$ cat config.mk
export PLATFORM = sky130hd
export DESIGN_NAME = imm_gen_pipe
export DESIGN_NICKNAME = d
export VERILOG_FILES = /design/src/rtl/imm_gen_pipe.sv
export SDC_FILE = /design/constraint.sdc
export NUM_CORES = 1
export LEC_CHECK = 0
export ABC_AREA = 1
export BUFFER_PORTS_ARGS = -buffer_cell sky130_fd_sc_hd__buf_2
export CAP_MARGIN = 20
export CORE_UTILIZATION = 33
export DETAILED_ROUTE_END_ITERATION = 16
export HOLD_SLACK_MARGIN = 0.03
export PLACE_DENSITY = 0.59
export SYNTH_ARGS = -nofsm -noshare
export SYNTH_HDL_FRONTEND = slang
export SYNTH_SLANG_ARGS = --single-unit
$ cat constraint.sdc
create_clock -name clk -period 4.2 [get_ports clk]
set_input_delay 0.42 -clock clk [delete_from_list [all_inputs] [get_ports clk]]
set_output_delay 0.42 -clock clk [all_outputs]
set_load 0.02 [all_outputs]
$ cat src/rtl/imm_gen_pipe.sv
// Pipelined RV immediate generator: decodes {instr, pc} into imm/target/format behind a 2-entry buffer.
// Optional RVC quadrant-01 subset is enabled by defining IMM_GEN_RVC_EN.
`timescale 1ns/1ps

module imm_gen_pipe #(
  parameter int XLEN  = 32,
  parameter int CNT_W = 16
) (
  input  logic             clk,
  input  logic             reset,
  // Handshake: a beat moves when valid && ready on a rising edge; valid may not depend on ready,
  // and in_ready comes from the stored entry count only (never from out_ready).
  input  logic             in_valid,
  output logic             in_ready,
  input  logic [31:0]      in_instr,
  input  logic [XLEN-1:0]  in_pc,
  output logic             out_valid,
  input  logic             out_ready,
  output logic [XLEN-1:0]  out_imm,
  output logic [XLEN-1:0]  out_target,
  output logic [2:0]       out_fmt,
  output logic             out_illegal,
  output logic [CNT_W-1:0] illegal_cnt
);

  localparam logic [2:0] FMT_I   = 3'd0;
  localparam logic [2:0] FMT_S   = 3'd1;
  localparam logic [2:0] FMT_B   = 3'd2;
  localparam logic [2:0] FMT_J   = 3'd3;
  localparam logic [2:0] FMT_U   = 3'd4;
  localparam logic [2:0] FMT_R   = 3'd5;
  localparam logic [2:0] FMT_ILL = 3'd7;

  typedef struct packed {
    logic [XLEN-1:0] imm;
    logic [XLEN-1:0] target;
    logic [2:0]      fmt;
  } entry_t;

  logic [6:0]      opcode;
  logic [31:0]     raw_imm;   // immediate already sign-extended to 32 bits
  logic [2:0]      dec_fmt;
  logic [XLEN-1:0] dec_imm;
  logic [XLEN-1:0] dec_target;

  assign opcode = in_instr[6:0];

`ifdef IMM_GEN_RVC_EN
  logic [15:0] ci;
  assign ci = in_instr[15:0];
`endif

  always_comb begin
    raw_imm = '0;
    dec_fmt = FMT_ILL;
    if (in_instr[1:0] == 2'b11) begin
      case (opcode)
        7'b0010011, 7'b0000011, 7'b1100111: begin
          dec_fmt = FMT_I;
          raw_imm = {{20{in_instr[31]}}, in_instr[31:20]};
        end
        7'b0011011: begin
          // ADDIW-class word ops only exist on RV64
          if (XLEN == 64) begin
            dec_fmt = FMT_I;
            raw_imm = {{20{in_instr[31]}}, in_instr[31:20]};
          end
        end
        7'b0100011: begin
          dec_fmt = FMT_S;
          raw_imm = {{20{in_instr[31]}}, in_instr[31:25], in_instr[11:7]};
        end
        7'b1100011: begin
          dec_fmt = FMT_B;
          raw_imm = {{19{in_instr[31]}}, in_instr[31], in_instr[7], in_instr[30:25],
                     in_instr[11:8], 1'b0};
        end
        7'b1101111: begin
          dec_fmt = FMT_J;
          raw_imm = {{11{in_instr[31]}}, in_instr[31], in_instr[19:12], in_instr[20],
                     in_instr[30:21], 1'b0};
        end
        7'b0110111, 7'b0010111: begin
          dec_fmt = FMT_U;
          raw_imm = {in_instr[31:12], 12'b0};
        end
        7'b0110011: begin
          dec_fmt = FMT_R;
        end
        default: ;
      endcase
    end else begin
`ifdef IMM_GEN_RVC_EN
      if (ci[1:0] == 2'b01) begin
        case (ci[15:13])
          3'b000, 3'b010: begin
            dec_fmt = FMT_I;
            raw_imm = {{26{ci[12]}}, ci[12], ci[6:2]};
          end
          3'b101: begin
            dec_fmt = FMT_J;
            raw_imm = {{20{ci[12]}}, ci[12], ci[8], ci[10:9], ci[6], ci[7], ci[2], ci[11],
                       ci[5:3], 1'b0};
          end
          3'b110, 3'b111: begin
            dec_fmt = FMT_B;
            raw_imm = {{23{ci[12]}}, ci[12], ci[6:5], ci[2], ci[11:10], ci[4:3], 1'b0};
          end
          default: ;
        endcase
      end
`endif
    end
  end

  assign dec_imm    = XLEN'($signed(raw_imm));
  assign dec_target = (dec_fmt == FMT_ILL) ? '0 : in_pc + dec_imm;

  entry_t           slot_q [2];
  logic             rd_ptr;
  logic             wr_ptr;
  logic [1:0]       count;
  logic [CNT_W-1:0] cnt_q;
  logic             push;
  logic             pop;
  entry_t           head;

  assign in_ready  = (count != 2'd2);
  assign out_valid = (count != 2'd0);
  assign push      = in_valid && in_ready;
  assign pop       = out_valid && out_ready;

  always_ff @(posedge clk) begin
    if (reset) begin
      count  <= 2'd0;
      rd_ptr <= 1'b0;
      wr_ptr <= 1'b0;
      cnt_q  <= '0;
    end else begin
      if (push) begin
        wr_ptr <= ~wr_ptr;
      end
      if (pop) begin
        rd_ptr <= ~rd_ptr;
      end
      case ({push, pop})
        2'b10:   count <= count + 2'd1;
        2'b01:   count <= count - 2'd1;
        default: ;
      endcase
      if (push && (dec_fmt == FMT_ILL) && (cnt_q != {CNT_W{1'b1}})) begin
        cnt_q <= cnt_q + CNT_W'(1);
      end
    end
  end

  // Payload needs no reset: it is only visible while count says it is valid
  always_ff @(posedge clk) begin
    if (push) begin
      slot_q[wr_ptr] <= {dec_imm, dec_target, dec_fmt};
    end
  end

  assign head        = out_valid ? slot_q[rd_ptr] : '0;
  assign out_imm     = head.imm;
  assign out_target  = head.target;
  assign out_fmt     = head.fmt;
  assign out_illegal = (head.fmt == FMT_ILL);
  assign illegal_cnt = cnt_q;

endmodule

==> impl_metrics.toml, run 1 <==
[critical_path]
worstSetupStartpointType = "input pin"
cpPeakStageDelay_ns = 0.40
slowest_stage = "nor3_1"
path_max_fanout = 8
crit_family = "simple AND/OR/NAND/NOR gates"
rr_worst_depth = 5
crit_required_ns = 4.38
arrival_ns = 3.46
crit_path_end_kind = "register"
r2r_setup_slack_ns = 2.12
critPathKind = "input pin to register"
timing.rr.start = "count[0]$_SDFFE_PP0P_"
path_buf_inv = 4
r2r_end = "slot_q[0][65]$_DFFE_PP_"
path_cells = "buf_2 -> inv_1 -> nand2_1 -> nor2_2 -> nand2_1 -> nand2_1 -> nor2_1 -> buf_4 -> nor3_1 -> ha_1 -> nand2_1 -> inv_1 -> nand2_1 -> nand2_1 -> nand3b_1 -> a21oi_1 -> nand2_1 -> nand2_1 -> nor2_1"
crit_top_cell = "nand2_1"

[sta]
fmax_mhz = 304
finalClockSkew_ns = 0.0116
final.min_clock_period_ns = 3.29
period_share_pct = 78.2
final-setup-viol-count = 0
fin_setup_tns_ns = 0
worst_pin_slew_ns = 1.02
rsz0062_at_grt = "no"
hold_viol_final = 0
report.final.slew_viol_count = 0
max_slew_margin_pct = 32.2

[floorplanning]
coreArea_sq_um = 27000
die_h_um = 168
fp-row-count = 60
num_io_pins = 154
dieWidth_um = 168
die_area_sq_um = 28300
initial_core_util_pct = 33.7

[synthesis]
yosysTopAreaCellShare_pct = 44.1
syn_nets = 1249
syn_area_sq_um = 9120
ys_seq_elements = 155
avgSynthCellArea_sq_um = 7.95
synth.distinct_cells = 40
ys_seq_area_share_pct = 48.8
synth_area_leaders = "edfxtp_1 44%, nand2_1 17%, a21oi_1 6.1%"
synthArstFlopShare_pct = 0
yosysWarnings = 0
yosysTopAreaCell = "edfxtp_1"
synth_top_flop_cell = "edfxtp_1"
syn_inst = 1147
synth_edf_count = 134

[clock_network]
htree_levels = 4
cts_resized = 0
path_clk_slew_ns = 0.06
ctsHoldBuffers = 0
post_cts_buffers = 0
cts_max_path_buffers = 2
clock_sinks = 155
cts_tree = "yes"
cts_made_buffers = 17
ctsRootBufferMaster = "clkbuf_16"
clock_latency_ns = 0.43

[placement]
place_congestion = 0.982
dp_hpwl_um = 20900
dp_cells = 1624
portBuffers = 153

[drt]
num_vias = 8062
routed_wl_um = 27800
via_per_inst = 4.86
detail-route-antenna-nets = 0
initialDrtViolationCount = 784
wl_per_cell_um = 16.8
drc = 0
dr.pass1.iters = 5

[worst_hold_path]
holdPathStages = 3
hp-start = "in_valid"
hold_end = "wr_ptr$_SDFFE_PP0P_"
hold_path_class = "input pin to register"

[run]
max_cap_violations = 0

[layout]
final_layout_size_suffix_gt1_share_pct = 18.4
nets = 1404
area_delta_synth_final_pct = 19.5
fin_cells = 1658

[status]
status = "complete, no violations"

[global_route]
globalRoute.totalOverflow = 0
grt_pass1_wl_um = 42500
antenna_found_initial = 5
first_global_vias = 7627
grt_max_degree = 68
grt_use_total_pct = 19.9

[power_and_ir_drop]
p_per_area_nw_per_um2 = 441
leakagePower_nw = 5.06
max-vdd-ir-drop_uv = 283
## worst max-delay path by stage
stage / endpoint / startpoint / slack (ns) / cells past startpoint
floorplan: slot_q[1][0]$_DFFE_PP_ / count[0]$_SDFFE_PP0P_ / 0.11 / 4
global placement: slot_q[1][20]$_DFFE_PP_ / in_instr[4] / 0.57 / 19
detailed placement: slot_q[1][20]$_DFFE_PP_ / in_instr[4] / 0.48 / 19
CTS: slot_q[0][20]$_DFFE_PP_ / in_instr[4] / 0.94 / 19
global route: slot_q[1][31]$_DFFE_PP_ / in_instr[4] / 0.61 / 18
finish: slot_q[0][20]$_DFFE_PP_ / in_instr[4] / 0.91 / 19
## layout make-up
type,instances,area (sq um)
fillers,2772,16100
flip-flops and latches,155,4450
repair buffers,168,878
multi-input cells,824,4020
clock inverters,13,128
well taps,341,427
clock buffers,19,475
inverters,136,510
diodes,2,5.00
## cells in the final DEF, fill, tap and decap left out, types with 2 or more instances in the layout
| master | synthesis | routed |
|---|---|---|
| ha_1 | 33 | 33 |
| inv_2 | 4 | 5 |
| clkinvlp_4 | 0 | 2 |
| nand2_4 | 3 | 3 |
| nand2_1 | 404 | 404 |
| clkbuf_16 | 0 | 19 |
| inv_1 | 132 | 131 |
| diode_2 | 0 | 2 |
| nor2_2 | 3 | 3 |
| o21bai_1 | 4 | 4 |
| clkinv_4 | 0 | 2 |
| a21oi_2 | 9 | 9 |
| dfxtp_1 | 21 | 20 |
| and3_1 | 3 | 3 |
| buf_4 | 3 | 15 |
| o21ai_0 | 18 | 18 |
| nand3_1 | 51 | 51 |
| a21oi_1 | 111 | 111 |
| nor2_4 | 3 | 6 |
| o21ai_1 | 8 | 8 |
| nand4_1 | 4 | 4 |
| xor2_1 | 10 | 10 |
| buf_2 | 3 | 153 |
| nand2_2 | 9 | 9 |
| xnor2_1 | 10 | 10 |
| inv_6 | 0 | 5 |
| nor3_1 | 16 | 16 |
| nor2_1 | 106 | 103 |
| clkinv_2 | 0 | 2 |
| edfxtp_1 | 134 | 134 |
| nand3_2 | 2 | 2 |
| nand3b_1 | 7 | 7 |
## routing by layer
layer | part of all wire, % | vias up | wire, um | track usage [%]
li1 | - | 4046 | - | -
met1 | 48 | 3783 | 13300 | 28.0
met2 | 45 | 205 | 12500 | 31.0
met3 | 5.6 | 24 | 1570 | 3.64
met4 | 1.4 | 4 | 376 | 5.77
met5 | 0.079 | - | 22 | 0
## registers in the layout, summed over array words and instances (netlist names), named ones only
register and cells:
count 2, rd_ptr 1, illegal_cnt 16, slot_q 134, wr_ptr 1
## tightest hold or removal path: stages
cell and delay [ns]:
buf_2 0.11, a21oi_1 0.07, nor3_1 0.11
## through the flow
| step | setup WS [ns] | util [%] | hold slack (ns) | total power [W] | cell area (sq um) |
|---|---|---|---|---|---|
| global placement | 0.573 | 38.1 | 0.436 | 0.00327 | 10300 |
| floorplan | 0.113 | - | 0.426 | 0.00277 | 9120 |
| global route | 0.614 | 40.3 | 0.323 | 0.00504 | 10900 |
| CTS | 0.940 | 40.3 | 0.305 | 0.00486 | 10900 |
| detailed placement | 0.479 | 38.1 | 0.437 | 0.00328 | 10300 |
| finish | 0.915 | 40.3 | 0.325 | 0.00480 | 10900 |
## synthesized netlist by cell type (2+ instances only)
cell / number
o21ai_1: 8
nor2_4: 3
xor2_1: 10
nor2_2: 3
nand2_4: 3
and3_1: 3
nor3_1: 16
nand3_2: 2
buf_2: 3
nand4_1: 4
inv_2: 4
a21oi_1: 111
o21bai_1: 4
a21oi_2: 9
o21ai_0: 18
buf_6: 2
nand2_2: 9
nand2_1: 404
edfxtp_1: 134
buf_4: 3
buf_1: 8
nand3_1: 51
xnor2_1: 10
dfxtp_1: 21
nand3b_1: 7
ha_1: 33
inv_1: 132
clkbuf_1: 15
nor2_1: 106
## where the power goes
group	leakage [nW]	switching, W	internal, W
combinational	3.30	0.000982	0.000351
sequential	1.46	0.0000487	0.00185
clock	0.293	0.000676	0.000900
total	5.06	0.00171	0.00310
## cell families (layout without fill, tap and decap cells)
family | after synthesis | in the layout | synth area share, %
buffers and inverters | 168 | 336 | 7.37
flip-flops | 155 | 155 | 48.8
adder cells (fa/ha/maj) | 34 | 34 | 4.75
XOR/XNOR | 20 | 20 | 1.92
AO/OA/AOI/OAI | 156 | 156 | 9.33
other | 0 | 2 | 0
AND/OR/NAND/NOR | 614 | 614 | 27.9
(Power assumes the default switching activity.)
==> run 2: changes to the inputs <==
- ABC_AREA: 1 -> 0
- PLACE_DENSITY: 0.59 -> 0.6
- clock period: 4.2 -> 2.79 ns (I/O delays scaled with it)
==> impl_metrics.toml, run 2 <==
[placement]
dp_hpwl_um = 18300
post-place-ws_ns = -0.636
dp_cells = 1389
portBuffers = 153
place_congestion = 0.939

[layout]
final_cell_mix = "177 x buf_4, 148 x buf_2, 134 x edfxtp_1"
largest_reg_flops = 134
fillerInstances = 2359
fin_cells = 1448
layout_commonest_cell = "buf_4"
area_delta_synth_final_pct = 45.4
antennaDiodeCount = 0
nets = 1207
final_util_pct = 48.9
final_layout_size_suffix_gt1_share_pct = 43.2
largest-register = "slot_q"

[clock_network]
cts_max_path_buffers = 2
htree_levels = 4
ctsRootBufferMaster = "clkbuf_16"
ctsHoldBuffers = 0
path_clk_slew_ns = 0.07
clock_latency_ns = 0.44
cts_made_buffers = 17
clock_sinks = 155
cts_tree = "yes"

[sta]
worst_pin_slew_ns = 0.702
period_share_pct = 103
rsz0062_at_grt = "yes"
report.final.slew_viol_count = 0
fin_setup_tns_ns = -0.514
final-setup-viol-count = 12
max_slew_margin_pct = 53.2
finalClockSkew_ns = 0.0142
layout_setup_ws_ns = -0.0960
final.min_clock_period_ns = 2.89
fmax_mhz = 346
hold_viol_final = 0

[run]
max_cap_violations = 0

[global_route]
first_global_vias = 6957
grt_max_degree = 68
globalRoute.totalOverflow = 0
grt_use_total_pct = 18.9
grt_pass1_wl_um = 37600
antenna_found_initial = 0

[drt]
detail-route-antenna-nets = 0
wl_per_cell_um = 17.2
initialDrtViolationCount = 364
num_vias = 7174
routed_wl_um = 25000
via_per_inst = 4.95
dr.pass1.iters = 5
drc = 0

[synthesis]
syn_inst = 785
yosysMostFrequentCell = "edfxtp_1"
avgSynthCellArea_sq_um = 10.8
yosysTopAreaCell = "edfxtp_1"
synthArstFlopShare_pct = 0
synth_top_flop_cell = "edfxtp_1"
ys_seq_elements = 155
syn_nets = 887
syn_area_sq_um = 8500
synth_area_leaders = "edfxtp_1 47%, mux2i_1 8.5%, nor2_1 5.7%"
yosysTopAreaCellShare_pct = 47.3
yosysWarnings = 0
synth_edf_count = 134
ys_seq_area_share_pct = 52.3
synth_commonest_cells = "134 x edfxtp_1, 130 x nor2_1, 72 x mux2i_1"
synth.distinct_cells = 61

[critical_path]
rr_worst_depth = 7
path_cells = "buf_8 -> and2b_2 -> nor2b_4 -> a22oi_2 -> nor2_2 -> ha_2 -> fa_2 -> a21o_1 -> a311o_1 -> and3_4 -> a211o_1 -> o2111ai_2 -> nand3_1 -> nor3b_4"
critPathKind = "input pin to register"
r2r_setup_slack_ns = 0.67
crit_path_end_kind = "register"
r2r_end = "illegal_cnt[4]$_SDFFE_PP0P_"
crit_required_ns = 2.95
worstSetupStartpointType = "input pin"
path_max_fanout = 5
slowest_stage = "fa_2"
cpPeakStageDelay_ns = 0.34
crit_family = "compound AO/OA/AOI/OAI gates"
arrival_ns = 3.05
path_buf_inv = 1
timing.rr.start = "illegal_cnt[6]$_SDFFE_PP0P_"

[worst_hold_path]
holdPathStages = 4
hold_end = "wr_ptr$_SDFFE_PP0P_"
hp-start = "in_valid"
hold_path_class = "input pin to register"

[power_and_ir_drop]
max-vdd-ir-drop_uv = 650
p_per_area_nw_per_um2 = 679
leakagePower_nw = 5.29

[floorplanning]
die_area_sq_um = 26400
die_h_um = 162
fp-row-count = 58
initial_core_util_pct = 33.7
num_io_pins = 154
coreArea_sq_um = 25300
dieWidth_um = 162

[status]
status = "finished, violations left"
failed_checks = "negative setup slack"
-- run 2: changes by cell type after synthesis, sizes merged, moves of 13 or more --
cell and delta:
inv -120, nor2 +17, nand2 -385, nand3 -33
and2 +14, mux2i +72, a21o +35, a21oi -73
xnor2 +13
-- run 2: routing by layer --
| metal | GRT usage, % | up-vias | share of wire (%) |
|---|---|---|---|
| met3 | 3.90 | 43 | 5.4 |
| met2 | 30.9 | 195 | 47 |
| met5 | 0 | - | 0 |
| met4 | 8.66 | 0 | 3.6 |
| met1 | 24.1 | 3404 | 44 |
| li1 | - | 3532 | - |
-- run 2: area by class of cell --
class	count	area (sq um)	share of cell area [%]
Sequential cell	155	4450	36.0
Multi-Input combinational cell	574	4510	36.5
Tap cell	330	413	3.34
Clock inverter	13	144	1.16
Inverter	16	60.1	0.486
Clock buffer	19	464	3.76
Timing Repair Buffer	341	2320	18.8
-- run 2: what timing repair did --
item,4_1_cts,5_1_grt
resized for setup,38,62
endpoints found under the hold margin,0,0
setup buffers,19,13
pin swaps,19,27
setup endpoints to repair,32,36
-- run 2: metrics by stage --
step | instance area [sq um] | hold slack (ns) | total power, W
after floorplan | 8810 | 0.472 | 0.00492
after global placement | 11000 | 0.492 | 0.00600
after detailed placement | 11000 | 0.500 | 0.00602
after CTS | 12000 | 0.138 | 0.00844
after global routing | 12400 | 0.190 | 0.00882
final | 12400 | 0.152 | 0.00840
-- run 2: power breakdown --
part / internal (W) / switching (W)
registers: 0.00286 / 0.000181
clock network: 0.00135 / 0.00104
logic: 0.00110 / 0.00187
-- run 2: worst min-delay path: cells and delay by family --
family	cells	cell delay [ns]
AOI/OAI and AO/OA	1	0.05
buffers and inverters	1	0.09
and+or+nand+nor	2	0.12
-- run 2: worst max path at each step --
stage,cells after the start,endpoint,start
2_1_floorplan,4,slot_q[0][0]$_DFFE_PP_,count[0]$_SDFFE_PP0P_
3_3_place_gp,13,slot_q[0][31]$_DFFE_PP_,in_instr[4]
3_5_place_dp,13,slot_q[1][31]$_DFFE_PP_,in_instr[1]
4_1_cts,14,slot_q[1][31]$_DFFE_PP_,in_instr[2]
5_1_grt,14,slot_q[1][31]$_DFFE_PP_,in_instr[4]
6_report,14,slot_q[1][31]$_DFFE_PP_,in_instr[4]
-- run 2: cell families after synthesis --
kind of cell    share of synthesized area (%)
compound gates                           12.7
xor+xnor                                 3.09
fa+ha+maj                                5.09
buf+inv                                  2.66
flops                                    52.3
mux                                      9.01
simple gates                             15.1
==> run 3: changes to the inputs <==
- PLACE_DENSITY: 0.6 -> 0.58
- clock period: 2.79 -> 3 ns (I/O delays scaled with it)
==> impl_metrics.toml, run 3 (synthesized netlist as in run 2, its figures left out) <==
[layout]
area_delta_synth_final_pct = 40.6
final_util_pct = 47.3
fin_cells = 1427
largest-register = "slot_q"
largest_reg_flops = 134
layout_commonest_cell = "buf_4"
final_layout_size_suffix_gt1_share_pct = 40.1
multiInputGateArea_sq_um = 4390
nets = 1186
ff_latch_area_sq_um = 4450
antennaDiodeCount = 0
fillerInstances = 2368
final_cell_mix = "159 x buf_4, 150 x buf_2, 134 x edfxtp_1"

[critical_path]
worstSetupStartpointType = "input pin"
arrival_ns = 3.14
path_max_fanout = 6
critPathKind = "input pin to register"
cpPeakStageDelay_ns = 0.27
crit_family = "simple AND/OR/NAND/NOR gates"
crit_path_end_kind = "register"
path_buf_inv = 4
slowest_stage = "or2_4"
path_cells = "buf_2 -> nand2_2 -> or2_4 -> a211oi_4 -> and2_4 -> buf_6 -> a21o_1 -> ha_4 -> and2_4 -> a31o_2 -> a21o_1 -> nor3_4 -> buf_6 -> a211oi_4 -> buf_4 -> xnor2_2 -> nor2_1"
crit_required_ns = 3.14

[worst_hold_path]
hold_path_class = "input pin to register"

[sta]
report.final.slew_viol_count = 0
fmax_mhz = 334
final.min_clock_period_ns = 2.99
rsz0062_at_grt = "yes"
period_share_pct = 99.7
final-setup-viol-count = 0
worst_pin_slew_ns = 0.758
finalClockSkew_ns = 0.00792
hold_viol_final = 0
max_slew_margin_pct = 49.5
hold_ws_ns = 0.183

[drt]
dr.pass1.iters = 5
drc = 0
wl_per_cell_um = 17.3
via_per_inst = 4.92
detail-route-antenna-nets = 0
initialDrtViolationCount = 447
num_vias = 7026
routed_wl_um = 24700

[clock_network]
clock_latency_ns = 0.43
ctsRootBufferMaster = "clkbuf_16"
cts_tree = "yes"
cts_made_buffers = 17
cts_max_path_buffers = 2
clock_sinks = 155
ctsHoldBuffers = 0
htree_levels = 4
path_clk_slew_ns = 0.07

[placement]
dp_hpwl_um = 18700
dp_cells = 1381
place_congestion = 0.910
portBuffers = 153

[power_and_ir_drop]
max-vdd-ir-drop_uv = 401
leakagePower_nw = 5.10
p_per_area_nw_per_um2 = 629

[floorplanning]
die_h_um = 162
coreArea_sq_um = 25300
initial_core_util_pct = 33.7
num_io_pins = 154
dieWidth_um = 162
fp-row-count = 58
die_area_sq_um = 26400

[run]
max_cap_violations = 0

[status]
status = "complete, no violations"

[global_route]
antenna_found_initial = 1
globalRoute.totalOverflow = 0
grt_use_total_pct = 18.5
grt_max_degree = 68
grt_pass1_wl_um = 36300
first_global_vias = 6633
[run 3: changes by cell type in the layout (fill, tap and decap cells not counted), moves of 4 or more]
cell / previous run / this run
a21oi_1: 29 / 36
a21oi_4: 7 / 3
and2_1: 6 / 10
and2_4: 9 / 4
buf_4: 177 / 159
o21ai_0: 15 / 24
o21ai_1: 7 / 2
o21ai_2: 8 / 4
[run 3: what timing repair did]
| action | 4_1_cts | 5_1_grt |
|---|---|---|
| setup buffers | 6 | 10 |
| setup endpoints to repair | 28 | 32 |
| pin swaps | 15 | 29 |
| resized for setup | 19 | 56 |
[run 3: area by class of cell]
type                    instances  share of cell area (%)
flip-flops and latches        155                    37.2
clock buffers                  17                    3.56
clock inverters                15                   0.953
repair buffers                320                    17.6
well taps                     330                    3.46
inverters                      16                   0.503
multi-input cells             574                    36.7
[run 3: worst register-to-register path: cells and delay by family, from the launching register on]
| kind | cells | cell delay [ns] |
|---|---|---|
| simple gates | 5 | 0.83 |
| flops | 1 | 0.40 |
| compound gates | 1 | 0.62 |
| mux | 1 | 0.33 |
[run 3: power breakdown]
part | switching [W] | internal, W | leakage [nW]
logic | 0.00177 | 0.000973 | 3.37
registers | 0.000109 | 0.00266 | 1.47
clock network | 0.000932 | 0.00107 | 0.262
total | 0.00281 | 0.00471 | 5.10
[run 3: final timing paths]
kind	start	end	slack, ns	depth (start not counted)
max	in_instr[1]	slot_q[0][26]$_DFFE_PP_	0.008	17
min	in_valid	wr_ptr$_SDFFE_PP0P_	0.18	4
max reg2reg	illegal_cnt[6]$_SDFFE_PP0P_	illegal_cnt[15]$_SDFFE_PP0P_	0.72	7
min reg2reg	rd_ptr$_SDFFE_PP0P_	rd_ptr$_SDFFE_PP0P_	0.52	2
[run 3: per-stage QoR]
stage,setup WS (ns),setup TNS (ns),instance area [sq um],power [W]
detailed placement,-0.686,-21.87,10800,0.00554
floorplan,-0.244,-32.48,8640,0.00455
global placement,-0.575,-18.77,10800,0.00551
global route,-0.0966,-0.623,12000,0.00787
finish,0.00754,0,12000,0.00751
CTS,0.0109,0,11500,0.00755
[run 3: per-layer routing]
layer,vias up,part of all wire (%),track usage (%)
met5,-,0.053,0
met2,210,48,30.5
met4,2,1.5,5.15
met3,21,5.3,3.90
met1,3316,45,24.4
li1,3477,-,-
